===== src/rtl/cpu_core_p.sv =====
// W-bit two-register CPU with a req/ack instruction fetch and a DEPTH-entry return stack.
// Each instruction takes one FETCH cycle plus one cycle per missing ack, then one EXEC cycle. A stack fault parks the core in HALT.
module cpu_core_p #(
  parameter int W     = 8,
  parameter int DEPTH = 4
) (
  input  logic         clk,
  input  logic         n_reset,
  output logic [W-1:0] imem_addr,
  output logic         imem_req,
  input  logic         imem_ack,
  input  logic [W+3:0] imem_data,
  input  logic [W-1:0] switch,
  output logic [W-1:0] out_data,
  output logic         out_valid,
  output logic         halted
);
  localparam int SPW = $clog2(DEPTH + 1);
  localparam int IW  = (DEPTH > 1) ? $clog2(DEPTH) : 1;
  localparam logic [SPW-1:0] SP_FULL = SPW'(DEPTH);

  typedef enum logic [1:0] {FETCH, EXEC, HALT} state_e;

  state_e         state_q, state_d;
  logic [W-1:0]   ip_q, ip_d, a_q, a_d, b_q, b_d, out_q, out_d;
  logic           cf_q, cf_d, zf_q, zf_d, ov_q, ov_d;
  logic [SPW-1:0] sp_q, sp_d;
  logic [W+3:0]   ir_q, ir_d;
  logic [W-1:0]   stack_q [DEPTH];
  logic           push;

  logic [3:0]     op;
  logic [W-1:0]   imm, ip_inc;
  logic [W:0]     sum_a, sum_b;
  logic [W-1:0]   diff_a;
  logic [SPW-1:0] sp_dec;
  logic [IW-1:0]  push_idx, pop_idx;

  assign op       = ir_q[W+3:W];
  assign imm      = ir_q[W-1:0];
  assign ip_inc   = ip_q + W'(1);
  assign sum_a    = {1'b0, a_q} + {1'b0, imm};
  assign sum_b    = {1'b0, b_q} + {1'b0, imm};
  assign diff_a   = a_q - imm;
  assign sp_dec   = sp_q - SPW'(1);
  assign push_idx = sp_q[IW-1:0];
  assign pop_idx  = sp_dec[IW-1:0];

  // Qualified by reset so the request drops the instant n_reset falls.
  assign imem_req  = n_reset && (state_q == FETCH);
  assign imem_addr = ip_q;
  assign out_data  = out_q;
  assign out_valid = ov_q;
  assign halted    = (state_q == HALT);

  always_comb begin
    state_d = state_q;
    ip_d    = ip_q;
    a_d     = a_q;
    b_d     = b_q;
    cf_d    = cf_q;
    zf_d    = zf_q;
    out_d   = out_q;
    ov_d    = 1'b0;
    sp_d    = sp_q;
    ir_d    = ir_q;
    push    = 1'b0;
    unique case (state_q)
      FETCH: begin
        if (imem_ack) begin
          ir_d    = imem_data;
          state_d = EXEC;
        end
      end
      EXEC: begin
        state_d = FETCH;
        ip_d    = ip_inc;
        cf_d    = 1'b0;
        zf_d    = 1'b0;
        case (op)
          4'b0000: begin a_d = sum_a[W-1:0]; cf_d = sum_a[W]; zf_d = ~|sum_a[W-1:0]; end
          4'b0101: begin b_d = sum_b[W-1:0]; cf_d = sum_b[W]; zf_d = ~|sum_b[W-1:0]; end
          4'b1000: begin a_d = diff_a; cf_d = (a_q < imm); zf_d = ~|diff_a; end
          4'b0011: a_d = imm;
          4'b0111: b_d = imm;
          4'b0001: a_d = b_q;
          4'b0100: b_d = a_q;
          4'b0010: a_d = switch;
          4'b0110: b_d = switch;
          4'b1001: begin out_d = b_q; ov_d = 1'b1; end
          4'b1011: begin out_d = imm; ov_d = 1'b1; end
          4'b1111: ip_d = imm;
          4'b1110: if (!cf_q) ip_d = imm;
          4'b1101: if (zf_q) ip_d = imm;
          4'b1010: begin
            if (sp_q == SP_FULL) begin
              ip_d    = ip_q;
              state_d = HALT;
            end else begin
              push = 1'b1;
              sp_d = sp_q + SPW'(1);
              ip_d = imm;
            end
          end
          default: begin
            if (sp_q == '0) begin
              ip_d    = ip_q;
              state_d = HALT;
            end else begin
              sp_d = sp_dec;
              ip_d = stack_q[pop_idx];
            end
          end
        endcase
      end
      HALT:    state_d = HALT;
      default: state_d = FETCH;
    endcase
  end

  always_ff @(posedge clk or negedge n_reset) begin
    if (!n_reset) begin
      state_q <= FETCH;
      ip_q    <= '0;
      a_q     <= '0;
      b_q     <= '0;
      cf_q    <= 1'b0;
      zf_q    <= 1'b0;
      out_q   <= '0;
      ov_q    <= 1'b0;
      sp_q    <= '0;
      ir_q    <= '0;
    end else begin
      state_q <= state_d;
      ip_q    <= ip_d;
      a_q     <= a_d;
      b_q     <= b_d;
      cf_q    <= cf_d;
      zf_q    <= zf_d;
      out_q   <= out_d;
      ov_q    <= ov_d;
      sp_q    <= sp_d;
      ir_q    <= ir_d;
    end
  end

  // Stack storage carries no reset; only sp defines which entries are live.
  always_ff @(posedge clk) begin
    if (push) stack_q[push_idx] <= ip_inc;
  end
endmodule


===== config.mk =====
export PLATFORM = sky130hd
export DESIGN_NAME = cpu_core_p
export DESIGN_NICKNAME = d
export VERILOG_FILES = /design/src/rtl/cpu_core_p.sv
export SDC_FILE = /design/constraint.sdc
export NUM_CORES = 1
export LEC_CHECK = 0
export CORE_MARGIN = 4
export CORE_UTILIZATION = 50
export DETAILED_ROUTE_END_ITERATION = 12
export PLACE_DENSITY = 0.7
export SLEW_MARGIN = 20
export SYNTH_ARGS = -nofsm -noshare
export SYNTH_HDL_FRONTEND = slang
export SYNTH_SLANG_ARGS = --single-unit

===== constraint.sdc =====
create_clock -name clk -period 2.85 [get_ports clk]
set_clock_uncertainty 0.15 [all_clocks]
set_input_delay 0.57 -clock clk [delete_from_list [all_inputs] [get_ports clk]]
set_output_delay 0.57 -clock clk [all_outputs]
set_load 0.01 [all_outputs]

== Word-level counts from Yosys, hierarchy flattened ==
Memory sizes are Yosys's and may differ from the RTL's.
Cells that the tools add are included.
Widths: inputs -> output; s select.

* Bitwise operators: 1
* Add/sub/neg operators: 6
* Eq/ne operators: 21
* Div/mod/pow operators: 0
* $lt $le $gt $ge: 1
* Shift operators: 0
* Muxes and demuxes: 25
* Reduce and logical (&&, ||, !) cells: 22
* $mul: 0

{| class="wikitable"
|+ Operator list
! cell !! number
|-
| $pmux 8 s5 || 2
|-
| $mux 8 || 4
|-
| $pmux 8 s4 || 1
|-
| $eq 4x4->1 const B || 7
|-
| $reduce_or 8->1 || 3
|-
| $add 8x8->9 || 2
|-
| $eq 4x3->1 const B || 4
|-
| $pmux 8 s2 || 1
|-
| $reduce_or 14->1 || 1
|-
| $reduce_or 11->1 || 1
|-
| $add 8x1->8 const B || 1
|-
| $eq 4x2->1 const B || 2
|-
| $lt 8x8->1 || 1
|-
| $reduce_and 2->1 || 4
|-
| $sub 8x8->8 || 1
|-
| $mux 1 || 7
|-
| $mux 2 || 3
|-
| $mux 3 || 2
|-
| $ne 6x2->1 const B || 1
|-
| $pmux 1 s3 || 2
|-
| $pmux 2 s3 || 1
|-
| $pmux 3 s2 || 1
|-
| $reduce_bool 5->1 || 1
|-
| $eq 4x1->1 const B || 1
|-
| 19 further kinds || 22
|}

* Memory bits (writable): 32
* Bits of input ports: 23
* Bits in read-only memories: 0
* Bits in latches: 0
* Memories kept: 1
* Logic and storage cells: 87
* Bits in registers: 52

{| class="wikitable"
|+ Memory list
! name !! depth !! width !! rd ports !! clocked after Yosys merged registers in !! write ports !! RTL line !! source
|-
| stack_q || 4 || 8 || 1 || 0 || 1 || 29 || <nowiki>logic [W-1:0] stack_q [DEPTH];</nowiki>
|}

== Logic depth before layout (Yosys ltp) ==
* Word-level depth: 6
* Depth in mapped cells: 10

== Least setup slack after synthesis ==
No wires, ideal clock.

* Path type: register to register
* Start point: register ir_q[0]
* End point: register cf_q
* Path slack: 0.252 ns
* Required time: 2.612 ns
* Stages on the path, launching flop included: 10
* Data arrival time: 2.359 ns
* Clock period less this slack: 2.598 ns
* Path through: dfrtp_1 -> ha_1 -> inv_1 -> fa_1 -> or2_1 -> a211o_1 -> a311o_1 -> a21oi_1 -> o21ai_0 -> a41oi_1

* Word-level cells in the longest chain between the ends: 2

{| class="wikitable"
|+ Ends and longest elaborated chain
! item !! RTL line !! source
|-
| start, declared || 28 || <nowiki>logic [W+3:0] ir_q, ir_d;</nowiki>
|-
| start signal, assigned || 143 || <nowiki>ir_q <= ir_d;</nowiki>
|-
| $add 8x8->9 (tied with other cells) || 43 || <nowiki>assign sum_b = {1'b0, b_q} + {1'b0, imm};</nowiki>
|-
| $pmux 1 s3 (*) || 80 || <nowiki>case (op)</nowiki>
|-
| end signal, assigned || 127 || <nowiki>cf_q <= 1'b0;</nowiki>
|-
| end signal, assigned || 138 || <nowiki>cf_q <= cf_d;</nowiki>
|-
| end, declared || 26 || <nowiki>logic cf_q, cf_d, zf_q, zf_d, ov_q, ov_d;</nowiki>
|}

Every way passes the cells marked *; elsewhere a longest branch is shown, timed or not.
A chain may end at the register's enable or synchronous reset.

== Worst setup path in the final report ==
* Start point: register ir_q[0]
* End point: register a_q[6]

* Word-level cells in the longest chain between the ends: 2

{| class="wikitable"
|+ Ends and longest elaborated chain
! item !! RTL line !! source
|-
| $sub 8x8->8 / $add 8x8->9 (equally long branches) || 44, 42 ||
|-
| $pmux 8 s5 (*) || 80 ||
|-
| end signal, assigned || 125 || <nowiki>a_q <= '0;</nowiki>
|-
| end signal, assigned || 136 || <nowiki>a_q <= a_d;</nowiki>
|-
| end, declared || 25 || <nowiki>logic [W-1:0] ip_q, ip_d, a_q, a_d, b_q, b_d, out_q, out_d;</nowiki>
|}

Marked as above.

==> flow_summary.toml <==
[outcome]
status = "finished, final reports clean"

[critical_path]
worst_ep_required_time_ns = 2.99
cp_data_arrival_time_ns = 2.84
path_class = "flop to flop"
start_kind = "flop"
cp-end-kind = "flop"
path_max_fanout = 5

[logic_synthesis]
syn_nets = 613
ys.warnings.count = 0
ys_ff_latch = 84
yosys.area_share.xor_xnor = 0.0244
synth_compound_area_frac = 0.210
seq_area_frac_synth = 0.419
syn_area_sq_um = 5390
synth_top_family_by_area = "compound AO/OA/AOI/OAI gates"
async_flop_share = 0.619
synthMuxAreaShare = 0.0643
yosysUniqueCellTypes = 67
synth-edff-count = 32
synth_adder_area_share = 0.0854
synth.avg_cell_area_sq_um = 9.72
ys.flop_type = "dfrtp_1"
yosys.area_share.simple = 0.149
synthCells = 555

[route]
wl_per_cell_um = 20.9
drt-pass1-iter-count = 5
wirelength_um = 15600
drtAntennaViolNets = 0
drt_iter0_drc = 546
vias_per_cell = 6.34
vias = 4740
drc = 0

[placed_design]
placed_area_sq_um = 6050
place.gp.congestion = 0.936
dp.final_hpwl_um = 11900
io_buffer_count = 41

[floorplan]
die_x_um = 112
io_pins = 42
dieArea_sq_um = 12500
start_util = 0.518
rows = 37
die_y_um = 112
core_area_sq_um = 10400

[pwr]
irDropWorstVdd_mv = 0.565
p_leak_nw = 2.49
p_per_area_nw_per_um2 = 1150

[clocking]
cts-resized-gates = 0
hold_buffers = 0
ctsRootBufferMaster = "clkbuf_8"
cts_buffers = 9
clk_latency_ns = 0.37
htreeDepth = 3
cts_tree = "built"
post_cts_buffers = 0
clk_pin_slew_ns = 0.10
cts_sinks = 84
clock_path_buffers = 2

[timing]
setup_tns_ns = 0
worst_pin_slew_ns = 1.08
period_share = 0.947
max_freq_mhz = 371
relSlewSlack = 0.276
final_max_slew_viol_count = 0
setup_viol = 0
finalHoldViolCount = 0
grt_setup_unrepaired = "no"
layout_min_cycle_time_ns = 2.70

[layout]
nFillCells = 946
fin_area_sq_um = 6230
final_cell_mix = "nand2_1 (56), dfrtp_1 (52), o21ai_0 (50)"
area_growth_pct = 15.5
layout-drive-gt1-share = 0.123
final_nets = 665
diodes = 0
final_common_cell = "nand2_1"

[job]
drv_cap = 0

[global_route]
grt_max_degree = 53
antenna_found_initial = 0
grt_pass1_vias = 4686
grt_pass1_wl_um = 25000
grt_usage = 0.256
overflow = 0

[hold_path]
hp-class = "input port to asynchronous set/reset pin"
## synthesized netlist by cell type (6+ instances only)
master / count / share of area
o22ai_1: 15 / 0.017
clkbuf_1: 15 / 0.010
a211oi_1: 8 / 0.011
o21ai_0: 50 / 0.046
o211ai_1: 6 / 0.0084
nor2_1: 35 / 0.024
nand2b_1: 8 / 0.0093
mux2_2: 11 / 0.023
nand2_1: 56 / 0.039
a222oi_1: 7 / 0.013
nand3_1: 6 / 0.0056
mux4_2: 9 / 0.038
xor2_1: 7 / 0.011
xnor2_1: 8 / 0.013
a21oi_1: 29 / 0.027
nor3_1: 16 / 0.015
dfrtp_1: 52 / 0.24
inv_1: 37 / 0.026
nor2b_1: 10 / 0.012
ha_1: 32 / 0.074
a31oi_1: 6 / 0.0070
edfxtp_1: 32 / 0.18
buf_2: 8 / 0.0074
or2_2: 7 / 0.0081
## sequential cells by signal (all words and copies together) (netlist names)
register,count
b_q,8
sp_q,3
out_data,8
zf_q,1
stack_q,32
cf_q,1
a_q,8
imem_addr,8
state_q,2
ir_q,12
out_valid,1
## per-stage QoR
| stage | setup WS (ns) | hold WS [ns] | power, W | util | instances |
|---|---|---|---|---|---|
| 2_1_floorplan | 0.252 | 0.124 | 0.00487 | - | 555 |
| 3_3_place_gp | 0.157 | 0.311 | 0.00618 | 0.581 | 732 |
| 3_5_place_dp | 0.0871 | 0.328 | 0.00628 | 0.581 | 732 |
| 4_1_cts | 0.0784 | 0.260 | 0.00709 | 0.598 | 748 |
| 5_1_grt | 0.00250 | 0.276 | 0.00766 | 0.598 | 748 |
| 6_report | 0.152 | 0.202 | 0.00716 | 0.598 | 748 |
## path summary, 6_finish.rpt
kind / start / endpoint / slack, ns / cells after the start
min in group clk: out_data[2] / out_data[2] / 0.34 / 2
min: n_reset / a_q[2] / 0.20 / 2
min reg2reg: out_data[2] / out_data[2] / 0.34 / 2
max reg2reg: ir_q[0] / a_q[6] / 0.15 / 9
max in group asynchronous: n_reset / out_data[6] / 1.82 / 2
max: ir_q[0] / a_q[6] / 0.15 / 9
## metal layers
layer  wire [um]  GRT usage
met1        6860      0.366
met2        7060      0.393
met3        1320     0.0418
met4         408     0.0925
met5           0          0
## critical path, stage by stage, from the launching register on
cell and delay (ns):
dfrtp_1 0.43, ha_1 0.21, inv_1 0.06, fa_1 0.37, or2_1 0.27, a211o_1 0.32
a2111oi_0 0.43, o21ai_0 0.14, o311a_1 0.12, o21ai_0 0.13
## cell type report
cell class | instances | area, sq um | share of cell area
clock buffer | 9 | 124 | 0.0199
sequential | 84 | 2260 | 0.363
tap | 136 | 170 | 0.0273
timing repair buffer | 66 | 593 | 0.0952
multi-input combinational | 408 | 2890 | 0.464
clock inverter | 7 | 50.0 | 0.00803
inverter | 38 | 143 | 0.0229
## logic make-up (layout without fill, tap and decap cells)
family	count (synthesis)	after routing
xor gates and xnor gates	15	15
muxes	22	22
and+or+nand+nor	165	165
adders and majority gates	35	35
DFF	84	84
AOI/OAI and AO/OA	171	171
buffers and inverters	63	120
## power breakdown
part / internal (W) / switching (W) / leakage, nW
clock: 0.000320 / 0.000473 / 0.0837
sequential: 0.00167 / 0.000399 / 0.927
combinational: 0.00183 / 0.00246 / 1.48
Power figures use the tool's default switching activity.
==> edit 1: new RTL, config.mk and constraints unchanged <==
`ip_q`, `a_q`, `b_q` and `ir_q` no longer have a reset.
--- a/src/rtl/cpu_core_p.sv
+++ b/src/rtl/cpu_core_p.sv
@@ -123,5 +123,2 @@
       state_q <= FETCH;
-      ip_q    <= '0;
-      a_q     <= '0;
-      b_q     <= '0;
       cf_q    <= 1'b0;
@@ -131,8 +128,4 @@
       sp_q    <= '0;
-      ir_q    <= '0;
     end else begin
       state_q <= state_d;
-      ip_q    <= ip_d;
-      a_q     <= a_d;
-      b_q     <= b_d;
       cf_q    <= cf_d;
@@ -142,4 +135,10 @@
       sp_q    <= sp_d;
-      ir_q    <= ir_d;
     end
+  end
+
+  always_ff @(posedge clk) begin
+    ip_q <= ip_d;
+    a_q  <= a_d;
+    b_q  <= b_d;
+    ir_q <= ir_d;
   end
Behaviour: differs if n_reset is asserted again (counterexample within 4 cycles, from zero or initial values and one cycle with n_reset low); with n_reset held inactive, the same outputs for 4 cycles.
==> edit 1 against the unedited design <==
  * Die area down 1.9%
  * Routed wire length decreased by 13%
  * Global-route usage is 3.0 points lower
  * Utilization shrank 0.31 points
  * Sequential cell count unchanged
  * Setup slack worse by 41 ps
  * First-iteration DRC count is 37% lower
  * Cell area shrank 1.4%
  * Area after synthesis decreased by 2.1%
  * Maximum frequency shrank 1.5%
  * Critical path type unchanged
Power is not compared: it rests on default switching activity, and its combinational part moved more than twofold at a synthesized area within 25%.
==> edit 1: results (changes against the unedited design) <==
Mapped Avg Cell Area: 10.52 sq um (was 9.719 sq um)
post-layout min period: 2739 ps (was 2698 ps)
vias in the first global route: 4,139 (was 4,686)
max incr delay on CP: 450 ps (was 430 ps)
worst slack, placed: 130.1 ps (was 87.10 ps)
XOR/XNOR Fraction of Synth Area: 3.482% (was 2.436%)
layout cells sized above 1: 13.27% (was 12.25%)
mux contribution to synthesized area: 4.856% (was 6.425%)
Synth area leaders: edfxtp_1, dfrtp_1, ha_1 (was dfrtp_1, edfxtp_1, ha_1)
Synth warnings: 0 (unchanged)
Worst R2R Start: ir_q[1] (was ir_q[0])
crit path max-delay cell type: a2111o_1 (was dfrtp_1)
Synth Area in Compound Gates: 17.46% (was 21.04%)
ys async rst share: 19.05% (was 61.90%)
GRT Overall Usage: 22.53% (was 25.57%)
R2R setup slack: 110 ps (was 150 ps)
Synth top cells by count: edfxtp_1, nor2_1, nand2_1 (was nand2_1, dfrtp_1, o21ai_0)
Initial DRC Count: 343 (was 546)
Post-synth EDFFs: 68 (was 32)
DRT Wirelength: 13,640 um (was 15,650 um)
largest net degree at the start of global routing: 25 (was 53)
Flop pwr share: 40.9%
Slew @ Worst Pin: 667.3 ps (was 1078 ps)
adder and majority cell fraction of the synthesized area: 8.716% (was 8.536%)
Hold Startpoint: out_data[6]
first-pass GRT wire length: 22,040 um (was 25,030 um)
number of cells after detailed placement: 685 (was 732)
CTS clk-pin slew, worst paths: 100 ps (about the same)
worst skew pair latency: 360 ps
crit path max fanout: 4 (was 5)
layout net count: 618 (was 665)
Final HPWL DP: 10,390 um (was 11,940 um)
sequential area share after synthesis: 46.23% (was 41.94%)
RR Endpoint: a_q[7] (was a_q[6])
first-pass iteration count of the detailed router: 6 (was 5)
Vias: 4,151 (was 4,740)
Worst Path Arrival: 2710 ps (was 2840 ps)
status: completed (unchanged)
routability cong.: 0.9311 (was 0.9364)
NetSw: 1462 uW
Leak: 0.002337 uW
initial antenna violation count: 1 (was 0)
Post-Syn Nets: 560 (was 613)
WHS: 348.0 ps (was 202.4 ps)
Cell variety after synth: 70 (was 67)
# Post-CTS Setup Buffers: 0 (unchanged)
placed instance area: 5952 sq um (was 6051 sq um)
Worst Hold Class: flip-flop to flip-flop (was primary input to asynchronous set/reset pin)
edit 1: changes by cell type after synthesis, moves of 6 or more:
cell / unedited run / this run
nor2_1: 35 / 49
mux2_2: 11 / 5
o21ai_0: 50 / 17
nand2_1: 56 / 33
edfxtp_1: 32 / 68
inv_1: 37 / 30
dfrtp_1: 52 / 16
a22oi_1: 3 / 11
or2_2: 7 / 0
o21ai_1: 2 / 16
a222oi_1: 7 / 1
edit 1: routing by layer:
layer	part of all wire, %	wire length [um]	up-vias	global-route usage, %
li1	-	-	1994	-
met1	44	5990	1981	31.31
met2	47	6468	147	35.56
met3	5.6	762	27	3.221
met4	2.9	399	2	9.195
met5	0.13	18	-	0
edit 1: final cells by class:
cell class / instances / area, sq um
clock inverter: 7 / 66.31
tap: 136 / 170.2
timing repair buffer: 67 / 605.6
inverter: 35 / 131.4
fill: 885 / 4182
clock buffer: 9 / 123.9
multi-input combinational: 363 / 2603
sequential: 84 / 2442
==> edit 2: new RTL, same flow settings <==
Made on the original files. Change the parameter `W` from 8 to 12.
--- a/src/rtl/cpu_core_p.sv
+++ b/src/rtl/cpu_core_p.sv
@@ -3,3 +3,3 @@
 module cpu_core_p #(
-  parameter int W     = 8,
+  parameter int W     = 12,
   parameter int DEPTH = 4
Interface: changed (resized imem_addr, imem_data, out_data and switch); port bits go from 42 to 58. The function was not compared with the original's and may differ.
==> edit 2 against the unedited design <==
  * Clock power increased to 3.0 times the old value
  * Largest power group unchanged
  * Die area increased by 38%
  * Setup slack got worse by 130 ps
  * First-iteration DRC count is 20% higher
  * Sequential cell count rose by 36
  * Maximum frequency shrank 4.4%
  * Routed wire length is 57% higher
  * Power up 91%
  * Area after synthesis up 41%
  * Cell area rose by 59%
==> edit 2: results (changes against the unedited design) <==
layout cells sized above 1: 23.26% (was 12.25%)
CTS clk-pin slew, worst paths: 60 ps (was 100 ps)
fin util: 67.33% (was 59.81%)
Initial DRC Count: 657 (was 546)
Mapped Avg Cell Area: 9.819 sq um (was 9.719 sq um)
status: completed (unchanged)
crit path max fanout: 4 (was 5)
Post-synth EDFFs: 48 (was 32)
Post-Syn Nets: 852 (was 613)
DRT Wirelength: 24,640 um (was 15,650 um)
layout net count: 984 (was 665)
XOR/XNOR Fraction of Synth Area: 4.028% (was 2.436%)
port buffer count: 57 (was 41)
Cell variety after synth: 68 (was 67)
Leak: 0.004133 uW (was 0.002491 uW)
worst slack, placed: -180.8 ps (was 87.10 ps)
Largest regs: stack_q (48), ir_q (16) (was stack_q (32), ir_q (12))
vias in the first global route: 6,797 (was 4,686)
adder and majority cell fraction of the synthesized area: 7.859% (was 8.536%)
Root Buffer: clkbuf_16 (was clkbuf_8)
Final HPWL DP: 17,640 um (was 11,940 um)
Peak VDD IR: 707.2 uV (was 564.5 uV)
DR vias/cell: 6.278 (was 6.337)
largest net degree at the start of global routing: 51 (was 53)
mux contribution to synthesized area: 6.149% (was 6.425%)
FILL cells: 1,140 (was 946)
Worst Path Arrival: 2980 ps (was 2840 ps)
max incr delay on CP: 450 ps (was 430 ps)
Synth Area in Compound Gates: 20.63% (was 21.04%)
-- edit 2: cell count changes in the layout (fill, tap and decap cells not counted), moves of 8 or more --
cell,unedited run,this run
buf_4,25,96
nand2_1,56,85
nor2_1,35,63
clkbuf_16,0,17
clkdlybuf4s50_1,40,56
dfrtp_1,52,68
edfxtp_1,32,48
o21ai_0,50,64
xnor2_1,8,17
a221oi_1,1,9
clkbuf_8,9,1
-- edit 2: routing by layer --
layer | global-route usage (%) | wire (um)
met1 | 34.63 | 9595
met2 | 45.65 | 12020
met3 | 5.657 | 1823
met4 | 15.11 | 1203
met5 | 0 | 0
-- edit 2: worst paths after layout --
check                      slack, ps          end  depth (start not counted)   startpoint
setup / recovery                  30         zf_q                         10      ir_q[2]
hold / removal                    20      ir_q[4]                          2      n_reset
setup reg to reg                  30         zf_q                         10      ir_q[2]
hold reg to reg                  330  out_data[1]                          2  out_data[1]
max in group asynchronous       1450       a_q[1]                          3      n_reset
min in group clk                 330  out_data[1]                          2  out_data[1]
-- edit 2: report_power, final --
part           leakage [uW]  switching (uW)  internal, uW  total [uW]
logic               0.00249            4610          3860        8470
registers           0.00133             524          2350        2870
clock network      0.000309             838          1500        2340
total               0.00413            5970          7700       13700
-- edit 2: layout make-up --
cell class                 instances  share of cell area, %
inverter                          34                  1.290
timing repair buffer             154                  13.26
tap                              184                  2.326
sequential                       120                  32.82
clock inverter                    13                  1.960
clock buffer                      19                  4.475
multi-input combinational        580                  43.87
-- edit 2: timing repair --
action | in CTS | in global routing
endpoints found under the setup margin | 4 | 10
setup buffers | 2 | 7
endpoints found under the hold margin | 0 | 0
gates cloned | 0 | 0
resized for setup | 14 | 45
pin swaps | 3 | 17
